--- src/rtl/reg_readback_tx_pkg.sv ---
// Shared types and constants for the register read-back sequencer.
package reg_readback_pkg;

    // Sequencer states:
    //   IDLE    | waiting for a read request, o_req_ready high
    //   READ    | read enable issued, counting out the register read latency
    //   LOAD    | capture {header, address, value} into the shift register
    //   SEND    | hand the top byte to uart_tx once it is not busy
    //   WAIT_HI | wait for uart_tx to raise busy (byte accepted)
    //   WAIT_LO | wait for uart_tx to drop busy, then advance to the next byte
    typedef enum logic [2:0] {
        IDLE    = 3'd0,
        READ    = 3'd1,
        LOAD    = 3'd2,
        SEND    = 3'd3,
        WAIT_HI = 3'd4,
        WAIT_LO = 3'd5
    } state_e;

    localparam logic [7:0] RESP_HEADER_DEFAULT = 8'h02;

    // Response frame: header byte, address byte, then the value bytes.
    function automatic int frame_len(input int value_words);
        return value_words + 2;
    endfunction

endpackage

--- src/rtl/reg_readback_tx_if.sv ---
// Bundles the request, register read port and uart_tx handshake seen by the
// read-back sequencer. The sequencer uses the slave view; whatever drives the
// requests and models the register block / transmitter uses the master view.
interface reg_readback_tx_if #(
    parameter int WORD_WIDTH  = 8,
    parameter int VALUE_WORDS = 4
);
    // request side
    logic                              i_req;
    logic [WORD_WIDTH-1:0]             i_req_addr;
    logic                              o_req_ready;
    // register block read port
    logic                              o_r_en;
    logic [WORD_WIDTH-1:0]             o_r_addr;
    logic [WORD_WIDTH*VALUE_WORDS-1:0] i_r_data;
    // uart_tx side
    logic [WORD_WIDTH-1:0]             o_tx_data;
    logic                              o_tx_dv;
    logic                              i_tx_busy;
    // status
    logic                              o_busy;

    modport slave (
        input  i_req, i_req_addr, i_r_data, i_tx_busy,
        output o_req_ready, o_r_en, o_r_addr, o_tx_data, o_tx_dv, o_busy
    );

    modport master (
        output i_req, i_req_addr, i_r_data, i_tx_busy,
        input  o_req_ready, o_r_en, o_r_addr, o_tx_data, o_tx_dv, o_busy
    );

endinterface

--- src/rtl/reg_readback_tx.sv ---
// Read-back sequencer: accepts a read request, issues one register read,
// captures the value and streams {header, address, value MSB first} through
// uart_tx one byte at a time. Every output comes straight from a flop.
module reg_readback_tx
    import reg_readback_pkg::*;
#(
    parameter int                    WORD_WIDTH   = 8,
    parameter int                    VALUE_WORDS  = 4,
    parameter int                    READ_LATENCY = 1,   // must be >= 1
    parameter logic [WORD_WIDTH-1:0] RESP_HEADER  = WORD_WIDTH'(RESP_HEADER_DEFAULT)
) (
    input  logic             clk,
    input  logic             i_reset,
    reg_readback_tx_if.slave bus
);

    localparam int FRAME_BYTES = frame_len(VALUE_WORDS);
    localparam int SHIFT_W     = WORD_WIDTH * FRAME_BYTES;
    localparam int CNT_W       = $clog2(VALUE_WORDS + 3);
    localparam int LAT_W       = $clog2(READ_LATENCY + 1);

    localparam logic [CNT_W-1:0] CNT_LOAD = CNT_W'(FRAME_BYTES);
    localparam logic [CNT_W-1:0] CNT_ONE  = CNT_W'(1);
    localparam logic [LAT_W-1:0] LAT_LOAD = LAT_W'(READ_LATENCY);
    localparam logic [LAT_W-1:0] LAT_ONE  = LAT_W'(1);

    state_e                state_q,     state_d;
    logic [WORD_WIDTH-1:0] addr_q,      addr_d;
    logic [LAT_W-1:0]      lat_q,       lat_d;
    logic [SHIFT_W-1:0]    shift_q,     shift_d;
    logic [CNT_W-1:0]      cnt_q,       cnt_d;
    logic                  req_ready_q, req_ready_d;
    logic                  busy_q,      busy_d;
    logic                  r_en_q,      r_en_d;
    logic [WORD_WIDTH-1:0] r_addr_q,    r_addr_d;
    logic [WORD_WIDTH-1:0] tx_data_q,   tx_data_d;
    logic                  tx_dv_q,     tx_dv_d;

    // Next-state and next-output logic; outputs are computed one cycle ahead
    // so that they can be registered.
    always_comb begin
        state_d   = state_q;
        addr_d    = addr_q;
        lat_d     = lat_q;
        shift_d   = shift_q;
        cnt_d     = cnt_q;
        r_en_d    = 1'b0;
        r_addr_d  = r_addr_q;
        tx_dv_d   = 1'b0;
        tx_data_d = tx_data_q;

        unique case (state_q)
            IDLE: begin
                if (bus.i_req && req_ready_q) begin
                    addr_d   = bus.i_req_addr;
                    r_en_d   = 1'b1;
                    r_addr_d = bus.i_req_addr;
                    lat_d    = LAT_LOAD;
                    state_d  = READ;
                end
            end
            READ: begin
                lat_d = lat_q - LAT_ONE;
                if (lat_q == LAT_ONE) begin
                    state_d = LOAD;
                end
            end
            LOAD: begin
                // Only sampling point of the register value; later writes to
                // the register cannot disturb the frame in flight.
                shift_d = {RESP_HEADER, addr_q, bus.i_r_data};
                cnt_d   = CNT_LOAD;
                state_d = SEND;
            end
            SEND: begin
                if (!bus.i_tx_busy) begin
                    tx_dv_d   = 1'b1;
                    tx_data_d = shift_q[SHIFT_W-1 -: WORD_WIDTH];
                    state_d   = WAIT_HI;
                end
            end
            WAIT_HI: begin
                if (bus.i_tx_busy) begin
                    state_d = WAIT_LO;
                end
            end
            WAIT_LO: begin
                if (!bus.i_tx_busy) begin
                    shift_d = shift_q << WORD_WIDTH;
                    cnt_d   = cnt_q - CNT_ONE;
                    state_d = (cnt_q == CNT_ONE) ? IDLE : SEND;
                end
            end
            default: begin
                state_d = IDLE;
            end
        endcase

        // Status flags follow the state being entered so they line up with it.
        req_ready_d = (state_d == IDLE);
        busy_d      = (state_d != IDLE);
    end

    // State and output registers; reset wins over any request on the same edge.
    always_ff @(posedge clk) begin
        if (i_reset) begin
            state_q     <= IDLE;
            addr_q      <= '0;
            lat_q       <= '0;
            shift_q     <= '0;
            cnt_q       <= '0;
            req_ready_q <= 1'b1;
            busy_q      <= 1'b0;
            r_en_q      <= 1'b0;
            r_addr_q    <= '0;
            tx_data_q   <= '0;
            tx_dv_q     <= 1'b0;
        end else begin
            state_q     <= state_d;
            addr_q      <= addr_d;
            lat_q       <= lat_d;
            shift_q     <= shift_d;
            cnt_q       <= cnt_d;
            req_ready_q <= req_ready_d;
            busy_q      <= busy_d;
            r_en_q      <= r_en_d;
            r_addr_q    <= r_addr_d;
            tx_data_q   <= tx_data_d;
            tx_dv_q     <= tx_dv_d;
        end
    end

    assign bus.o_req_ready = req_ready_q;
    assign bus.o_busy      = busy_q;
    assign bus.o_r_en      = r_en_q;
    assign bus.o_r_addr    = r_addr_q;
    assign bus.o_tx_data   = tx_data_q;
    assign bus.o_tx_dv     = tx_dv_q;

endmodule

--- src/flat_wrapper.sv ---
// flat-port wrapper written by rule: the top's interface ports become plain ports
module reg_readback_tx_flat import reg_readback_pkg::*;
#(
    parameter int                    WORD_WIDTH   = 8,
    parameter int                    VALUE_WORDS  = 4,
    parameter int                    READ_LATENCY = 1,                  
    parameter logic [WORD_WIDTH-1:0] RESP_HEADER  = WORD_WIDTH'(RESP_HEADER_DEFAULT)
)
  (clk, i_reset, bus_i_req, bus_i_req_addr, bus_i_r_data, bus_i_tx_busy, bus_o_req_ready, bus_o_r_en, bus_o_r_addr, bus_o_tx_data, bus_o_tx_dv, bus_o_busy);
  reg_readback_tx_if #(.WORD_WIDTH(WORD_WIDTH), .VALUE_WORDS(VALUE_WORDS)) bus_i ();
  input  logic clk;
  input  logic i_reset;
  input wire logic [$bits(bus_i.i_req)-1:0] bus_i_req;
  input wire logic [$bits(bus_i.i_req_addr)-1:0] bus_i_req_addr;
  input wire logic [$bits(bus_i.i_r_data)-1:0] bus_i_r_data;
  input wire logic [$bits(bus_i.i_tx_busy)-1:0] bus_i_tx_busy;
  output wire logic [$bits(bus_i.o_req_ready)-1:0] bus_o_req_ready;
  output wire logic [$bits(bus_i.o_r_en)-1:0] bus_o_r_en;
  output wire logic [$bits(bus_i.o_r_addr)-1:0] bus_o_r_addr;
  output wire logic [$bits(bus_i.o_tx_data)-1:0] bus_o_tx_data;
  output wire logic [$bits(bus_i.o_tx_dv)-1:0] bus_o_tx_dv;
  output wire logic [$bits(bus_i.o_busy)-1:0] bus_o_busy;
  assign bus_i.i_req = bus_i_req;
  assign bus_i.i_req_addr = bus_i_req_addr;
  assign bus_i.i_r_data = bus_i_r_data;
  assign bus_i.i_tx_busy = bus_i_tx_busy;
  assign bus_o_req_ready = bus_i.o_req_ready;
  assign bus_o_r_en = bus_i.o_r_en;
  assign bus_o_r_addr = bus_i.o_r_addr;
  assign bus_o_tx_data = bus_i.o_tx_data;
  assign bus_o_tx_dv = bus_i.o_tx_dv;
  assign bus_o_busy = bus_i.o_busy;
  reg_readback_tx #(.WORD_WIDTH(WORD_WIDTH), .VALUE_WORDS(VALUE_WORDS), .READ_LATENCY(READ_LATENCY), .RESP_HEADER(RESP_HEADER)) u_core (.clk(clk), .i_reset(i_reset), .bus(bus_i));
endmodule
--- config.mk ---
export PLATFORM = sky130hd
export DESIGN_NAME = reg_readback_tx_flat
export DESIGN_NICKNAME = d
export VERILOG_FILES = /design/src/rtl/reg_readback_tx_pkg.sv /design/src/rtl/reg_readback_tx_if.sv /design/src/rtl/reg_readback_tx.sv /design/src/flat_wrapper.sv
export SDC_FILE = /design/constraint.sdc
export NUM_CORES = 1
export LEC_CHECK = 0
export CELL_PAD_IN_SITES_DETAIL_PLACEMENT = 1
export CELL_PAD_IN_SITES_GLOBAL_PLACEMENT = 1
export CORE_UTILIZATION = 33
export DETAILED_ROUTE_END_ITERATION = 6
export GPL_TIMING_DRIVEN = 0
export PLACE_DENSITY_LB_ADDON = 0.3
export SLEW_MARGIN = 20
export SYNTH_ARGS = -nofsm -noshare
export SYNTH_HDL_FRONTEND = slang
export SYNTH_SLANG_ARGS = --single-unit
--- constraint.sdc ---
create_clock -name clk -period 1.6 [get_ports clk]
set_input_delay 0.48 -clock clk [delete_from_list [all_inputs] [get_ports clk]]
set_output_delay 0.48 -clock clk [all_outputs]
set_load 0.05 [all_outputs]
==> metrics.yaml <==
dieHeight_microns: 97.3
grt_use_total_pct: 19.1
drc: 0
hp-start: "u_core.shift_q[45]$_SDFFE_PP0P_"
drive_gt1_share_pct: 26.2
final_cells: 559
drtIter0Drc: 67
critical-path-max-stage-delay_ns: 0.44
powerDensity_nw_per_um2: 1220
p_seq_share_pct: 41.6
crit_chain: "buf_6 -> buf_6 -> nor4bb_4 -> buf_4 -> nand2_1 -> o32ai_2 -> nor3_1"
hold_violations: 0
fmax_ghz: 0.581
skew_ns: 0.00953
nets: 493
clk_pin_slew_worst_paths_ns: 0.08
cts_buffers: 9
place_congestion: 0.822
rsz0062_at_grt: "true"
grt_pass1_vias: 2969
clkPwrFrac_pct: 30.5
leakage_nw: 1.66
cp.required_ns: 1.84
ioPinCount: 64
syn_area_sq_um: 3000
r2r-start: "u_core.state_q[1]$_SDFF_PP0_"
synth.distinct_cells: 34
synth_edf_count: 0
die_width_microns: 97.3
period_minus_slack_ns: 1.72
maxCapViolations: 0
start_util_pct: 34.2
yosys_warnings: 0
hpwl_microns: 6090
ctsHoldBuffers: 0
htree_levels: 3
clk_root_buffer_cell: "clkbuf_8"
path_max_fanout: 5
crit_type: "register to register"
cts_sinks: 75
grt_max_degree: 13
grt_pass1_wl_microns: 14400
layout_setup_ws_ns: -0.122
r2r_setup_slack_ns: -0.12
cts_tree: "built"
synth_area_per_cell_sq_um: 8.42
synth_ff_type: "dfxtp_1"
synth_nets: 402
dpl_cell_area_sq_um: 3770
coreArea_sq_um: 8760
reg2regPathDepth: 7
cp.arrival_ns: 1.96
status: "complete, but fails checks"
n_antenna_cell: 0
total_power_mw: 5.51
viasPerCell: 5.23
crit_slowest_cell: "nor4bb_4"
die_area_sq_um: 9470
p_int_mw: 3.76
ir_worst_vdd_mv: 0.783
syn2layout_area_growth_pct: 50.5
routedWlPerCell_microns: 17.6
maxSlewViolCount: 0
clock_latency_ns: 0.36
relSlewSlack_pct: 53.2
r2r-end: "u_core.bus.o_req_ready$_SDFF_PP1_"
synth-seq-cells: 75
post_synth_inst_count: 356
hold_end: "u_core.shift_q[45]$_SDFFE_PP0P_"
netSwitchingFraction_pct: 31.8
drtAntennaViolNets: 0
port_buffers: 62
clockBufferDepth: 2
endpoint_kind: "register"
row_count: 34
tns_ns: -1.51
gr-total-overflow: 0
hold_path_depth: 2
ys_async_sr_fraction_pct: 0
placed_cells: 526
dr.pass1.iters: 4
antenna_found_initial: 0
num_vias: 2925
violations: "negative setup slack"
wirelength_microns: 9850
p_sw_mw: 1.75
synth_seq_area_share_pct: 50.1
stdcell_area_sq_um: 4510
setup_viol: 45
hp-class: "register to register"
fin_crit_sh_pct: 108
crit_path_frequent_cell: "buf_6"
tightest_slew_ns: 0.702
critPathLaunchType: "register"
combinationalPowerShare_pct: 28.0
==> per-stage QoR <==
| stage | setup slack, ns | hold WS, ns | utilization (%) |
|---|---|---|---|
| after floorplan | 0.00229 | 0.432 | - |
| after global placement | -0.868 | 0.443 | 43.0 |
| after detailed placement | -0.866 | 0.450 | 43.0 |
| after CTS | -0.0371 | 0.464 | 47.3 |
| after global routing | -0.190 | 0.486 | 51.5 |
| final | -0.122 | 0.461 | 51.5 |
==> worst max-delay path by stage <==
stage | startpoint | endpoint | slack (ns) | depth (start not counted)
6_report | u_core.state_q[1]$_SDFF_PP0_ | u_core.bus.o_req_ready$_SDFF_PP1_ | -0.12 | 7
5_1_grt | u_core.state_q[2]$_SDFF_PP0_ | u_core.shift_q[17]$_SDFFE_PP0P_ | -0.19 | 6
2_1_floorplan | u_core.bus.o_req_ready$_SDFF_PP1_ | u_core.bus.o_busy$_SDFF_PP0_ | 0.002 | 3
3_5_place_dp | bus_i_tx_busy | u_core.shift_q[1]$_SDFFE_PP0P_ | -0.87 | 6
4_1_cts | u_core.state_q[1]$_SDFF_PP0_ | u_core.bus.o_busy$_SDFF_PP0_ | -0.04 | 5
3_3_place_gp | bus_i_tx_busy | u_core.shift_q[2]$_SDFFE_PP0P_ | -0.87 | 6
==> routing by layer <==
metal,wire length (microns),vias up,GRT usage [%]
li1,-,1410,-
met1,4280,1446,23.0
met2,5100,57,33.7
met3,306,12,3.74
met4,160,0,6.90
met5,0,-,0
==> synth_stat cells (2+ instances only) <==
library cell,n,area [sq um]
a21oi_1,19,95.1
buf_4,2,15.0
ha_1,2,25.0
nand3_1,7,35.0
nor3b_2,2,25.0
dfxtp_1,75,1500
mux2i_1,8,80.1
buf_2,12,60.1
nor2_1,57,214
nor2b_1,2,12.5
inv_1,4,15.0
a311oi_1,33,289
clkbuf_1,10,37.5
nor3_1,6,30.0
buf_6,2,22.5
a22oi_1,8,60.1
nand3b_1,2,15.0
nand2_1,89,334
==> cells by family after synthesis <==
group,share of synthesized area [%]
and+or+nand+nor,24.4
DFF,50.1
AOI/OAI and AO/OA,16.5
buffers and inverters,5.14
muxes,2.67
adders and majority gates,0.835
xor gates and xnor gates,0.292
==> power groups by stage <==
stage          clock network [mW]  logic (mW)  registers (mW)
4_1_cts                      1.69        1.28            2.26
6_report                     1.68        1.54            2.29
5_1_grt                      1.78        1.65            2.32
2_1_floorplan                   0       0.600            2.47
3_3_place_gp                    0        1.18            2.28
3_5_place_dp                    0        1.21            2.29
==> area by class of cell <==
cell class,count,area [sq um]
timing repair buffer,80,822
buffer,27,211
tap,108,135
sequential,75,1510
clock inverter,4,73.8
fill,1015,4250
inverter,4,15.0
clock buffer,11,151
multi-input combinational,250,1590
==> cell usage in the layout, fill, tap and decap left out, types with 3 or more instances in the layout <==
cell / instances
nand2_1: 88
dfxtp_1: 71
nor2_1: 43
clkdlybuf4s50_1: 41
a311oi_1: 26
a21oi_1: 17
buf_4: 16
clkbuf_8: 11
clkdlybuf4s15_2: 11
clkbuf_1: 9
buf_6: 9
buf_2: 9
nor2_4: 8
a22oi_2: 8
mux2i_1: 8
nand3_1: 7
a311oi_2: 7
nor2_2: 6
nor3_1: 5
inv_1: 4
buf_8: 4
clkbuf_16: 4
dfxtp_2: 3
==> registers in the layout (all words and copies together), names as in the netlist <==
signal	flops
u_core.shift_q	48
u_core.addr_q	8
u_core.bus.o_tx_data	8
u_core.cnt_q	3
u_core.state_q	3
u_core.bus.o_busy	1
u_core.bus.o_r_en	1
u_core.bus.o_req_ready	1
u_core.bus.o_tx_dv	1
u_core.lat_q	1
==> worst max-delay path: cells and delay by family (launching register included) <==
family	cells	cell delay, ns
compound gates	1	0.18
flops	1	0.34
simple gates	3	0.63
buf+inv	3	0.45
==> what timing repair did <==
item	4_1_cts	5_1_grt
setup endpoints to repair	86	60
buffers inserted	9	5
pin swaps	8	26
gates cloned	0	4
resized for setup	98	76
Power figures use the tool's default switching activity.
